<file path="config.mk">
export PLATFORM = sky130hd
export DESIGN_NAME = ddr3_ring_scheduler_flat
export DESIGN_NICKNAME = d
export VERILOG_FILES = /design/src/rtl/ddr3_ring_scheduler_if.sv /design/src/rtl/ddr3_ring_scheduler.sv /design/src/flat_wrapper.sv
export SDC_FILE = /design/constraint.sdc
export NUM_CORES = 1
export LEC_CHECK = 0
export BUFFER_PORTS_ARGS = -buffer_cell sky130_fd_sc_hd__buf_2
export CORE_AREA = 5 5 480 482
export CTS_CLUSTER_SIZE = 20
export DETAILED_ROUTE_END_ITERATION = 8
export DIE_AREA = 0 0 485 487
export PLACE_DENSITY = 0.3
export SETUP_SLACK_MARGIN = 0.02
export SLEW_MARGIN = 20
export SYNTH_ARGS = -nofsm -noshare
export SYNTH_HDL_FRONTEND = slang
export SYNTH_SLANG_ARGS = --single-unit
</file>
<file path="constraint.sdc">
create_clock -name clk -period 16.2 [get_ports clk]
set_input_delay 0.81 -clock clk [delete_from_list [all_inputs] [get_ports clk]]
set_output_delay 0.81 -clock clk [all_outputs]
set_load 0.02 [all_outputs]
</file>
<file path="src/rtl/ddr3_ring_scheduler_if.sv">
// FIFO, MIG user-interface and status bundle for ddr3_ring_scheduler.
// master = scheduler side, slave = FIFOs / MIG / host side.
interface ddr3_ring_scheduler_if #(
  parameter int RING_LOG2 = 20
);
  logic                 calib_done;
  logic                 enable;
  logic                 ib_valid;
  logic [255:0]         ib_data;
  logic                 ib_re;
  logic [6:0]           ob_count;
  logic                 ob_we;
  logic [255:0]         ob_data;
  logic                 app_rdy;
  logic                 app_en;
  logic [2:0]           app_cmd;
  logic [29:0]          app_addr;
  logic                 app_wdf_rdy;
  logic                 app_wdf_wren;
  logic                 app_wdf_end;
  logic [255:0]         app_wdf_data;
  logic [31:0]          app_wdf_mask;
  logic [255:0]         app_rd_data;
  logic                 app_rd_data_valid;
  logic [RING_LOG2:0]   fill_level;
  logic [7:0]           rd_outstanding;
  logic                 busy;
  logic [31:0]          wr_cmd_total;
  logic [31:0]          rd_cmd_total;
  logic [31:0]          stall_cycles;

  modport master (
    input  calib_done, enable, ib_valid, ib_data, ob_count,
           app_rdy, app_wdf_rdy, app_rd_data, app_rd_data_valid,
    output ib_re, ob_we, ob_data, app_en, app_cmd, app_addr,
           app_wdf_wren, app_wdf_end, app_wdf_data, app_wdf_mask,
           fill_level, rd_outstanding, busy,
           wr_cmd_total, rd_cmd_total, stall_cycles
  );

  modport slave (
    output calib_done, enable, ib_valid, ib_data, ob_count,
           app_rdy, app_wdf_rdy, app_rd_data, app_rd_data_valid,
    input  ib_re, ob_we, ob_data, app_en, app_cmd, app_addr,
           app_wdf_wren, app_wdf_end, app_wdf_data, app_wdf_mask,
           fill_level, rd_outstanding, busy,
           wr_cmd_total, rd_cmd_total, stall_cycles
  );
endinterface

</file>
<file path="src/rtl/ddr3_ring_scheduler.sv">
// DDR3 ring-buffer scheduler: input FIFO -> MIG ring -> output FIFO.
// Define DDR3_SCHED_STATS_EN to add command/stall statistics counters.
module ddr3_ring_scheduler #(
  parameter int RING_LOG2 = 20,
  parameter int ADDR_BASE = 0,
  parameter int ADDR_STEP = 8,
  parameter int MAX_RUN   = 16,
  parameter int OB_CAP    = 120
) (
  input  logic                  clk,
  input  logic                  rst,
  ddr3_ring_scheduler_if.master bus
);

  typedef enum logic [1:0] {
    IDLE     = 2'd0,
    WR_ISSUE = 2'd1,
    RD_ISSUE = 2'd2
  } state_t;

  localparam logic [29:0]          BASE     = 30'(ADDR_BASE);
  localparam logic [29:0]          STEP     = 30'(ADDR_STEP);
  localparam logic [8:0]           CAP      = 9'(OB_CAP);
  localparam logic [15:0]          RUN_MAX  = 16'(MAX_RUN);
  localparam logic [RING_LOG2:0]   FILL_ONE = (RING_LOG2+1)'(1);
  localparam logic [RING_LOG2-1:0] PTR_ONE  = (RING_LOG2)'(1);

  state_t               r_state;
  state_t               w_next;
  logic [RING_LOG2-1:0] r_wr_ptr;
  logic [RING_LOG2-1:0] r_rd_ptr;
  logic [RING_LOG2:0]   r_fill;
  logic [7:0]           r_rd_out;
  logic [15:0]          r_run;
  logic                 r_last_wr;
  logic                 r_cmd_done;
  logic                 r_dat_done;
  logic                 r_ib_re;
  logic [2:0]           r_app_cmd;
  logic [29:0]          r_app_addr;
  logic [255:0]         r_wdf_data;

  logic [8:0] w_credit;
  logic       w_wr_ok;
  logic       w_rd_ok;
  logic       w_pick_wr;
  logic       w_start_wr;
  logic       w_start_rd;
  logic       w_app_en;
  logic       w_wdf_wren;
  logic       w_cmd_acc;
  logic       w_dat_acc;
  logic       w_wr_done;
  logic       w_rd_acc;

  // Full ring is exactly the top fill bit set.
  assign w_credit = {2'b00, bus.ob_count} + {1'b0, r_rd_out};
  assign w_wr_ok  = bus.calib_done & bus.enable & bus.ib_valid
                  & ~r_fill[RING_LOG2];
  assign w_rd_ok  = bus.calib_done & bus.enable & (r_fill != '0)
                  & (w_credit < CAP);

  always_comb begin
    w_pick_wr = w_wr_ok;
    if (w_wr_ok && w_rd_ok)
      w_pick_wr = (r_run < RUN_MAX) ? r_last_wr : ~r_last_wr;
  end

  assign w_start_wr = (r_state == IDLE) & w_wr_ok & w_pick_wr;
  assign w_start_rd = (r_state == IDLE) & w_rd_ok & ~w_pick_wr;

  assign w_cmd_acc = w_app_en & bus.app_rdy;
  assign w_dat_acc = w_wdf_wren & bus.app_wdf_rdy;
  assign w_wr_done = (r_state == WR_ISSUE)
                   & (r_cmd_done | w_cmd_acc)
                   & (r_dat_done | w_dat_acc);
  assign w_rd_acc  = (r_state == RD_ISSUE) & bus.app_rdy;

  always_ff @(posedge clk or posedge rst) begin
    if (rst) r_state <= IDLE;
    else     r_state <= w_next;
  end

  always_comb begin
    w_next = r_state;
    unique case (r_state)
      IDLE: begin
        if (w_start_wr)      w_next = WR_ISSUE;
        else if (w_start_rd) w_next = RD_ISSUE;
      end
      WR_ISSUE: if (w_wr_done) w_next = IDLE;
      RD_ISSUE: if (w_rd_acc)  w_next = IDLE;
      default:  w_next = IDLE;
    endcase
  end

  // Command and data halves of a write retire independently.
  always_comb begin
    w_app_en   = 1'b0;
    w_wdf_wren = 1'b0;
    unique case (r_state)
      WR_ISSUE: begin
        w_app_en   = ~r_cmd_done;
        w_wdf_wren = ~r_dat_done;
      end
      RD_ISSUE: w_app_en = 1'b1;
      default:  ;
    endcase
  end

  always_ff @(posedge clk or posedge rst) begin
    if (rst) begin
      r_wr_ptr   <= '0;
      r_rd_ptr   <= '0;
      r_fill     <= '0;
      r_rd_out   <= '0;
      r_run      <= '0;
      r_last_wr  <= 1'b0;
      r_cmd_done <= 1'b0;
      r_dat_done <= 1'b0;
      r_ib_re    <= 1'b0;
      r_app_cmd  <= '0;
      r_app_addr <= '0;
      r_wdf_data <= '0;
    end else begin
      r_ib_re <= w_start_wr;
      if (w_start_wr) begin
        r_app_cmd  <= 3'b000;
        r_app_addr <= BASE + 30'(r_wr_ptr) * STEP;
        r_wdf_data <= bus.ib_data;
      end else if (w_start_rd) begin
        r_app_cmd  <= 3'b001;
        r_app_addr <= BASE + 30'(r_rd_ptr) * STEP;
      end
      if (w_start_wr || w_start_rd) begin
        r_last_wr <= w_start_wr;
        if (w_start_wr == r_last_wr) begin
          if (r_run < RUN_MAX) r_run <= r_run + 16'd1;
        end else begin
          r_run <= 16'd1;
        end
      end
      if (w_start_wr)     r_cmd_done <= 1'b0;
      else if (w_cmd_acc) r_cmd_done <= 1'b1;
      if (w_start_wr)     r_dat_done <= 1'b0;
      else if (w_dat_acc) r_dat_done <= 1'b1;
      if (w_wr_done) begin
        r_wr_ptr <= r_wr_ptr + PTR_ONE;
        r_fill   <= r_fill + FILL_ONE;
      end else if (w_rd_acc) begin
        r_rd_ptr <= r_rd_ptr + PTR_ONE;
        r_fill   <= r_fill - FILL_ONE;
      end
      case ({w_rd_acc, bus.app_rd_data_valid})
        2'b10:   r_rd_out <= r_rd_out + 8'd1;
        2'b01:   r_rd_out <= r_rd_out - 8'd1;
        default: ;
      endcase
    end
  end

`ifdef DDR3_SCHED_STATS_EN
  logic [31:0] r_wr_tot;
  logic [31:0] r_rd_tot;
  logic [31:0] r_stall;

  always_ff @(posedge clk or posedge rst) begin
    if (rst) begin
      r_wr_tot <= '0;
      r_rd_tot <= '0;
      r_stall  <= '0;
    end else begin
      if (w_cmd_acc && r_state == WR_ISSUE && r_wr_tot != '1)
        r_wr_tot <= r_wr_tot + 32'd1;
      if (w_rd_acc && r_rd_tot != '1)
        r_rd_tot <= r_rd_tot + 32'd1;
      if (w_app_en && !bus.app_rdy && r_stall != '1)
        r_stall <= r_stall + 32'd1;
    end
  end

  assign bus.wr_cmd_total = r_wr_tot;
  assign bus.rd_cmd_total = r_rd_tot;
  assign bus.stall_cycles = r_stall;
`else
  assign bus.wr_cmd_total = '0;
  assign bus.rd_cmd_total = '0;
  assign bus.stall_cycles = '0;
`endif

  assign bus.app_en         = w_app_en;
  assign bus.app_cmd        = r_app_cmd;
  assign bus.app_addr       = r_app_addr;
  assign bus.app_wdf_wren   = w_wdf_wren;
  assign bus.app_wdf_end    = w_wdf_wren;
  assign bus.app_wdf_data   = r_wdf_data;
  assign bus.app_wdf_mask   = '0;
  assign bus.ib_re          = r_ib_re;
  assign bus.ob_we          = bus.app_rd_data_valid;
  assign bus.ob_data        = bus.app_rd_data;
  assign bus.fill_level     = r_fill;
  assign bus.rd_outstanding = r_rd_out;
  assign bus.busy           = (r_state != IDLE);

endmodule

</file>
<file path="src/flat_wrapper.sv">
// flat-port wrapper written by rule: the top's interface ports become plain ports
module ddr3_ring_scheduler_flat 
#(
  parameter int RING_LOG2 = 20,
  parameter int ADDR_BASE = 0,
  parameter int ADDR_STEP = 8,
  parameter int MAX_RUN   = 16,
  parameter int OB_CAP    = 120
)
  (clk, rst, bus_calib_done, bus_enable, bus_ib_valid, bus_ib_data, bus_ob_count, bus_app_rdy, bus_app_wdf_rdy, bus_app_rd_data, bus_app_rd_data_valid, bus_ib_re, bus_ob_we, bus_ob_data, bus_app_en, bus_app_cmd, bus_app_addr, bus_app_wdf_wren, bus_app_wdf_end, bus_app_wdf_data, bus_app_wdf_mask, bus_fill_level, bus_rd_outstanding, bus_busy, bus_wr_cmd_total, bus_rd_cmd_total, bus_stall_cycles);
  ddr3_ring_scheduler_if #(.RING_LOG2(RING_LOG2)) bus_i ();
  input  logic clk;
  input  logic rst;
  input wire logic [$bits(bus_i.calib_done)-1:0] bus_calib_done;
  input wire logic [$bits(bus_i.enable)-1:0] bus_enable;
  input wire logic [$bits(bus_i.ib_valid)-1:0] bus_ib_valid;
  input wire logic [$bits(bus_i.ib_data)-1:0] bus_ib_data;
  input wire logic [$bits(bus_i.ob_count)-1:0] bus_ob_count;
  input wire logic [$bits(bus_i.app_rdy)-1:0] bus_app_rdy;
  input wire logic [$bits(bus_i.app_wdf_rdy)-1:0] bus_app_wdf_rdy;
  input wire logic [$bits(bus_i.app_rd_data)-1:0] bus_app_rd_data;
  input wire logic [$bits(bus_i.app_rd_data_valid)-1:0] bus_app_rd_data_valid;
  output wire logic [$bits(bus_i.ib_re)-1:0] bus_ib_re;
  output wire logic [$bits(bus_i.ob_we)-1:0] bus_ob_we;
  output wire logic [$bits(bus_i.ob_data)-1:0] bus_ob_data;
  output wire logic [$bits(bus_i.app_en)-1:0] bus_app_en;
  output wire logic [$bits(bus_i.app_cmd)-1:0] bus_app_cmd;
  output wire logic [$bits(bus_i.app_addr)-1:0] bus_app_addr;
  output wire logic [$bits(bus_i.app_wdf_wren)-1:0] bus_app_wdf_wren;
  output wire logic [$bits(bus_i.app_wdf_end)-1:0] bus_app_wdf_end;
  output wire logic [$bits(bus_i.app_wdf_data)-1:0] bus_app_wdf_data;
  output wire logic [$bits(bus_i.app_wdf_mask)-1:0] bus_app_wdf_mask;
  output wire logic [$bits(bus_i.fill_level)-1:0] bus_fill_level;
  output wire logic [$bits(bus_i.rd_outstanding)-1:0] bus_rd_outstanding;
  output wire logic [$bits(bus_i.busy)-1:0] bus_busy;
  output wire logic [$bits(bus_i.wr_cmd_total)-1:0] bus_wr_cmd_total;
  output wire logic [$bits(bus_i.rd_cmd_total)-1:0] bus_rd_cmd_total;
  output wire logic [$bits(bus_i.stall_cycles)-1:0] bus_stall_cycles;
  assign bus_i.calib_done = bus_calib_done;
  assign bus_i.enable = bus_enable;
  assign bus_i.ib_valid = bus_ib_valid;
  assign bus_i.ib_data = bus_ib_data;
  assign bus_i.ob_count = bus_ob_count;
  assign bus_i.app_rdy = bus_app_rdy;
  assign bus_i.app_wdf_rdy = bus_app_wdf_rdy;
  assign bus_i.app_rd_data = bus_app_rd_data;
  assign bus_i.app_rd_data_valid = bus_app_rd_data_valid;
  assign bus_ib_re = bus_i.ib_re;
  assign bus_ob_we = bus_i.ob_we;
  assign bus_ob_data = bus_i.ob_data;
  assign bus_app_en = bus_i.app_en;
  assign bus_app_cmd = bus_i.app_cmd;
  assign bus_app_addr = bus_i.app_addr;
  assign bus_app_wdf_wren = bus_i.app_wdf_wren;
  assign bus_app_wdf_end = bus_i.app_wdf_end;
  assign bus_app_wdf_data = bus_i.app_wdf_data;
  assign bus_app_wdf_mask = bus_i.app_wdf_mask;
  assign bus_fill_level = bus_i.fill_level;
  assign bus_rd_outstanding = bus_i.rd_outstanding;
  assign bus_busy = bus_i.busy;
  assign bus_wr_cmd_total = bus_i.wr_cmd_total;
  assign bus_rd_cmd_total = bus_i.rd_cmd_total;
  assign bus_stall_cycles = bus_i.stall_cycles;
  ddr3_ring_scheduler #(.RING_LOG2(RING_LOG2), .ADDR_BASE(ADDR_BASE), .ADDR_STEP(ADDR_STEP), .MAX_RUN(MAX_RUN), .OB_CAP(OB_CAP)) u_core (.clk(clk), .rst(rst), .bus(bus_i));
endmodule
</file>
Word-level counts from Yosys, hierarchy flattened

Index checks and enable logic that the tools add are counted.

Multiplexer cells: 22
Eq/ne operators: 9
Bitwise operators: 22
Add/subtract/negate cells: 8
Reductions and logical operators: 13
Order comparisons: 2

Operator list:

| cell                    | number |
|---|---|
| $mux W30                | 2 |
| $mux W21                | 2 |
| $add A20 B1 Y20 const B | 2 |
| $mux W16                | 2 |
| $add A21 B1 Y21 const B | 1 |
| $reduce_bool A21 Y1     | 1 |
| $sub A21 B1 Y21 const B | 1 |
| $add A16 B1 Y16 const B | 1 |
| $lt A16 B5 Y1 const B   | 1 |
| $pmux W8 S2             | 1 |
| $and A1 B1 Y1           | 14 |
| $reduce_bool A2 Y1      | 6 |
| $add A7 B8 Y9           | 1 |
| $lt A9 B7 Y1 const B    | 1 |
| $add A8 B1 Y8 const B   | 1 |
| $mux W2                 | 4 |
| $sub A8 B1 Y8 const B   | 1 |
| $mux W1                 | 7 |
| $mux W3                 | 2 |
| $ne A2 B1 Y1 const B    | 3 |
| $not A1 Y1              | 6 |
| $pmux W2 S3             | 1 |
| $eq A2 B1 Y1 const B    | 2 |
| $eq A2 B2 Y1 const B    | 2 |
| 9 further kinds         | 11 |

Input port bits: 527
Output and inout bits: 708
Flip-flop bits (word level): 380
Word-level logic and storage cells: 89

Depth between registers and ports, before layout

Depth after elaboration: 10
Depth in mapped cells: 14
Depth with buffers taken out: 14

Worst setup path after synthesis

Ideal clock, no wire load.

Path type: input-to-reg
Start: input bus_app_rdy
End: register u_core.r_fill[20] (netlist: u_core.bus.fill_level[20])
Setup slack: 12809 ps
Buffers on the path: 0
Data arrival time: 3261 ps
Cell stages on the path: 12
Setup time: 130 ps
Required time: 16070 ps
Cell sequence: o211ai_1 a21o_2 clkinv_1 fa_1 nor2b_1 o31ai_1 a21oi_1 a211o_1 nand2_1 o311a_1 mux2i_1 xnor2_1

Cells in the longest elaborated chain, start to end: 5
Elaborated cells on any way between the ends: 7
Classes of those cells: 1 x mux; 5 x bitwise; 1 x reduce/logical

Ends and longest elaborated chain:

| what                                           | RTL line                   | text |
|---|---|---|
| from (decl)                                    | flat_wrapper.sv:19         | `input wire logic [$bits(bus_i.app_rdy)-1:0] bus_app_rdy;` |
| $and A1 B1 Y1 (*)                              | ddr3_ring_scheduler.sv:72  | `assign w_cmd_acc = w_app_en & bus.app_rdy;` |
| $or A1 B1 Y1 (*)                               | ddr3_ring_scheduler.sv:75  | `& (r_cmd_done \| w_cmd_acc)` |
| $and A1 B1 Y1 (*)                              | ddr3_ring_scheduler.sv:75  |  |
| $and A1 B1 Y1 (*)                              | ddr3_ring_scheduler.sv:76  | `& (r_dat_done \| w_dat_acc);` |
| net u_core.w_wr_done                           | ddr3_ring_scheduler.sv:53  | `logic w_wr_done;` |
| $mux W21 or $reduce_bool A2 Y1 (tied branches) | --                         |  |
| to (signal assigned)                           | ddr3_ring_scheduler.sv:149 | `r_fill <= r_fill + FILL_ONE;` |
| to (signal assigned)                           | ddr3_ring_scheduler.sv:152 | `r_fill <= r_fill - FILL_ONE;` |
| to (decl)                                      | ddr3_ring_scheduler.sv:32  | `logic [RING_LOG2:0] r_fill;` |

Mark *: on every way through the listed nets, which the timed path passes. The rest lies on a longest branch.
A chain may end at the register's enable or synchronous reset.

Worst setup path in the final report

Start: register u_core.r_state[0]
End: register u_core.r_fill[20] (netlist: u_core.bus.fill_level[20])

Cells in the longest elaborated chain, start to end: 7
Elaborated cells on any way between the ends: 13
Classes of those cells: 2 x eq/ne; 3 x mux; 7 x bitwise; 1 x reduce/logical

Ends and longest elaborated chain:

| what                                           | RTL line                                              | text |
|---|---|---|
| from (decl)                                    | ddr3_ring_scheduler.sv:28                             | `state_t r_state;` |
| from (signal assigned)                         | ddr3_ring_scheduler.sv:81                             | `else r_state <= w_next;` |
| $eq A2 B2 Y1 or $eq A2 B1 Y1 (tied branches)   | ddr3_ring_scheduler.sv:101, ddr3_ring_scheduler.sv:74 |  |
| $pmux W1 S2                                    | ddr3_ring_scheduler.sv:101                            | `unique case (r_state)` |
| $and A1 B1 Y1                                  | ddr3_ring_scheduler.sv:72                             |  |
| $or A1 B1 Y1                                   | ddr3_ring_scheduler.sv:75                             |  |
| $and A1 B1 Y1                                  | ddr3_ring_scheduler.sv:75                             |  |
| $and A1 B1 Y1 (*)                              | ddr3_ring_scheduler.sv:76                             |  |
| net u_core.w_wr_done                           | ddr3_ring_scheduler.sv:53                             |  |
| $mux W21 or $reduce_bool A2 Y1 (tied branches) | --                                                    |  |

Marks and branches as above.

==> flow_summary.toml <==
[outcome]
status = "finished clean"

[sta]
tightest_slew_ns = 1.20
fin_skew_ns = 0.0533
hold_viol = 0
drv_slew = 0
finalCriticalPeriod_ns = 4.15
max_slew_margin_pct = 20.1
finalSetupTns_ns = 0
holdWs_ns = 0.249
fin_ws_ns = 12.05
setup_viol = 0
fin_crit_sh_pct = 25.6
fmax_mhz = 241
rsz0062_at_grt = "false"

[critical_path]
critPathLaunchType = "flop"
cp.required_ns = 16.74
worst-setup-path-type = "reg -> reg"
crit_fanout = 24
end_kind = "flop"
rrSetupSlack_ns = 12.05
cp.arrival_ns = 4.69

[job]
maxCapViolCount = 0

[hold_path]
hold_path_class = "in -> async"

[global_route]
grt_pass1_vias = 14900
grt_start_max_net_pins = 165
grt_overflow = 0
grt_pass1_wl_um = 130000
antenna_found_initial = 29
track_usage_pct = 7.95

[drt]
wl_per_cell_um = 18.1
via_per_inst = 2.66
postRouteAntennaNets = 0
first_pass_iters = 5
vias = 14600
drtIter0Drc = 620
drt-total-wl_um = 99000
drc_errors = 0

[clock_tree]
clk_pin_slew_worst_paths_ns = 0.06
clk_latency_ns = 0.66
cts_resized = 0
clock-sinks = 368
cts_max_path_buffers = 3
hold_buffers = 0
cts_root_buf = "clkbuf_16"
numCtsBuffers = 54
cts_tree = "yes"
postCtsSetupBuffers = 0
h-tree-depth = 2

[place]
post-dp-hpwl_um = 79200
pre_cts_ws_ns = 11.46
gp_congestion = 0.750
placedCellCount = 5374
io_buffers = 582

[synth]
avgSynthCellArea_um2 = 8.85
synthMuxAreaShare_pct = 0.337
yosysUniqueCellTypes = 57
netlist.area_leader.share_pct = 49.6
yosysSeqAreaShare_pct = 49.6
synth_xor_area_share_pct = 3.07
synth_ff_type = "dfrtp_1"
synth_top_family_by_area = "simple AND/OR/NAND/NOR gates"
synth_edf_count = 0
syn_inst = 2096
synth_seq_cells = 368
yosys.area_share.simple_pct = 20.4
synth.area.top_cells = "dfrtp_1 50%, nand2_1 17%, buf_4 16%"
synth_compound_area_share_pct = 5.10
syn_area_mm2 = 0.0186
yosysWarnings = 0
yosysTopAreaCell = "dfrtp_1"
synth_fa_ha_area_share_pct = 2.78
async_reset_ff_share_pct = 100

[floorplan]
io_pins = 1235
dieArea_mm2 = 0.236
rows = 175
die_w_um = 485
start_util_pct = 8.21
die_height_um = 487
fp.coreArea_mm2 = 0.226

[pwr]
pwr-share-clk_pct = 25.5
powerDensity_mw_per_mm2 = 200
switching_share_pct = 44.7
p_total_w = 0.00490
ir_worst_vdd_v = 0.0000798
p_comb_share_pct = 42.1
power_leakage_nw = 12.1
p_sw_w = 0.00219
power_frac_seq_pct = 32.4
p_int_w = 0.00271

[final_layout]
fillers = 26300
diodes = 0
syn2layout_area_growth_pct = 31.7
drive_gt1_share_pct = 28.3
nets = 2988
instances_no_fill = 5472
[synthesized netlist by cell type (5+ instances only)]
| cell type | instances |
|---|---|
| inv_1 | 43 |
| o21ai_0 | 26 |
| clkbuf_1 | 40 |
| xnor2_1 | 41 |
| nand2_1 | 821 |
| o22ai_1 | 21 |
| o21bai_1 | 6 |
| nand3_1 | 20 |
| a211oi_1 | 5 |
| nand4_1 | 13 |
| buf_4 | 398 |
| dfrtp_1 | 368 |
| nor2_1 | 33 |
| a21oi_1 | 59 |
| nor4_1 | 9 |
| and2_1 | 12 |
| a21o_1 | 11 |
| nor3_1 | 6 |
| nor2b_1 | 7 |
| ha_1 | 38 |
| xor2_1 | 24 |
| and3_1 | 9 |
| buf_2 | 28 |
[power by group through the flow]
stage | combinational, W | clock [W] | sequential [W]
after detailed placement | 0.00213 | 0 | 0.00161
after global routing | 0.00228 | 0.00136 | 0.00165
final | 0.00206 | 0.00125 | 0.00159
after CTS | 0.00214 | 0.00134 | 0.00159
after global placement | 0.00214 | 0 | 0.00160
after floorplan | 0.000855 | 0 | 0.00205
[worst max-delay path, cell delays in order (launching register included)]
cell and delay, ns:
dfrtp_1 0.38, inv_1 0.07, ha_1 0.28, o211ai_1 0.25, a21o_2 0.53, clkinv_1 0.42
fa_1 0.51, nor2b_1 0.18, o31ai_1 0.13, a21oi_1 0.27, a211o_1 0.20, nand2_1 0.10
o311a_1 0.40, mux2i_1 0.14, xnor2_1 0.15
[placed cells by master (no fill, tap or decap), drive strengths merged, types with 4 or more instances in the layout]
| cell type | count |
|---|---|
| clkbuf | 76 |
| o21ai | 26 |
| nor3 | 6 |
| a21o | 12 |
| bufinv | 5 |
| nor2 | 34 |
| inv | 47 |
| nor4 | 10 |
| nor2b | 7 |
| xnor2 | 41 |
| dfrtp | 368 |
| and2 | 12 |
| o22ai | 21 |
| clkinv | 11 |
| o21a | 4 |
| o21bai | 6 |
| mux2i | 4 |
| and3 | 9 |
| conb | 140 |
| xor2 | 24 |
| a211oi | 5 |
| clkinvlp | 4 |
| ha | 38 |
| nand2 | 821 |
| nand2b | 4 |
| buf | 598 |
| nand4 | 13 |
| nand3 | 20 |
| a21oi | 59 |
[cell type report]
class,count,area [µm²],share of cell area [%]
inverter,45,184,0.753
sequential,368,9210,37.7
clock buffer,76,1560,6.36
clock inverter,22,264,1.08
multi-input combinational,1354,6410,26.2
tap,3009,3760,15.4
timing repair buffer,598,3050,12.5
[state kept, by name, summed over array words and instances, names as in the netlist]
name                       count
u_core.bus.app_wdf_data      256
u_core.bus.fill_level         21
u_core.bus.app_addr           20
u_core.r_rd_ptr               20
u_core.r_wr_ptr               20
u_core.r_run                  16
u_core.bus.rd_outstanding      8
u_core.r_state                 2
u_core.bus.app_cmd             1
u_core.bus.ib_re               1
u_core.r_cmd_done              1
u_core.r_dat_done              1
u_core.r_last_wr               1
[cell families after synthesis]
family                     after synthesis
AOI/OAI and AO/OA                      155
xor gates and xnor gates                65
adders and majority gates               40
buffers and inverters                  513
DFF                                    368
muxes                                    6
other                                    1
and+or+nand+nor                        948
[worst paths after layout]
path | from | endpoint | depth (start not counted)
setup / recovery | u_core.r_state[0] | u_core.bus.fill_level[20] | 14
hold reg to reg | u_core.bus.app_wdf_data[108] | u_core.bus.app_wdf_data[108] | 2
min in group clk | bus_ib_data[10] | u_core.bus.app_wdf_data[10] | 3
max in group asynchronous | rst | u_core.bus.fill_level[4] | 5
setup reg to reg | u_core.r_state[0] | u_core.bus.fill_level[20] | 14
hold / removal | rst | u_core.bus.app_wdf_data[203] | 2
[metrics by stage]
step	util, %	instance area (µm²)
floorplan	-	19100
global placement	10.0	22600
detailed placement	10.0	22600
CTS	10.8	24400
global route	10.8	24400
finish	10.8	24400
[per-layer routing]
| layer | routed length [µm] | track usage (%) | vias to the layer above |
|---|---|---|---|
| met4 | 4730 | 3.51 | 18 |
| met1 | 37800 | 8.85 | 6761 |
| li1 | - | - | 6751 |
| met2 | 44100 | 12.5 | 773 |
| met3 | 12100 | 4.24 | 263 |
| met5 | 266 | 0.551 | - |
Power figures use the tool's default switching activity.
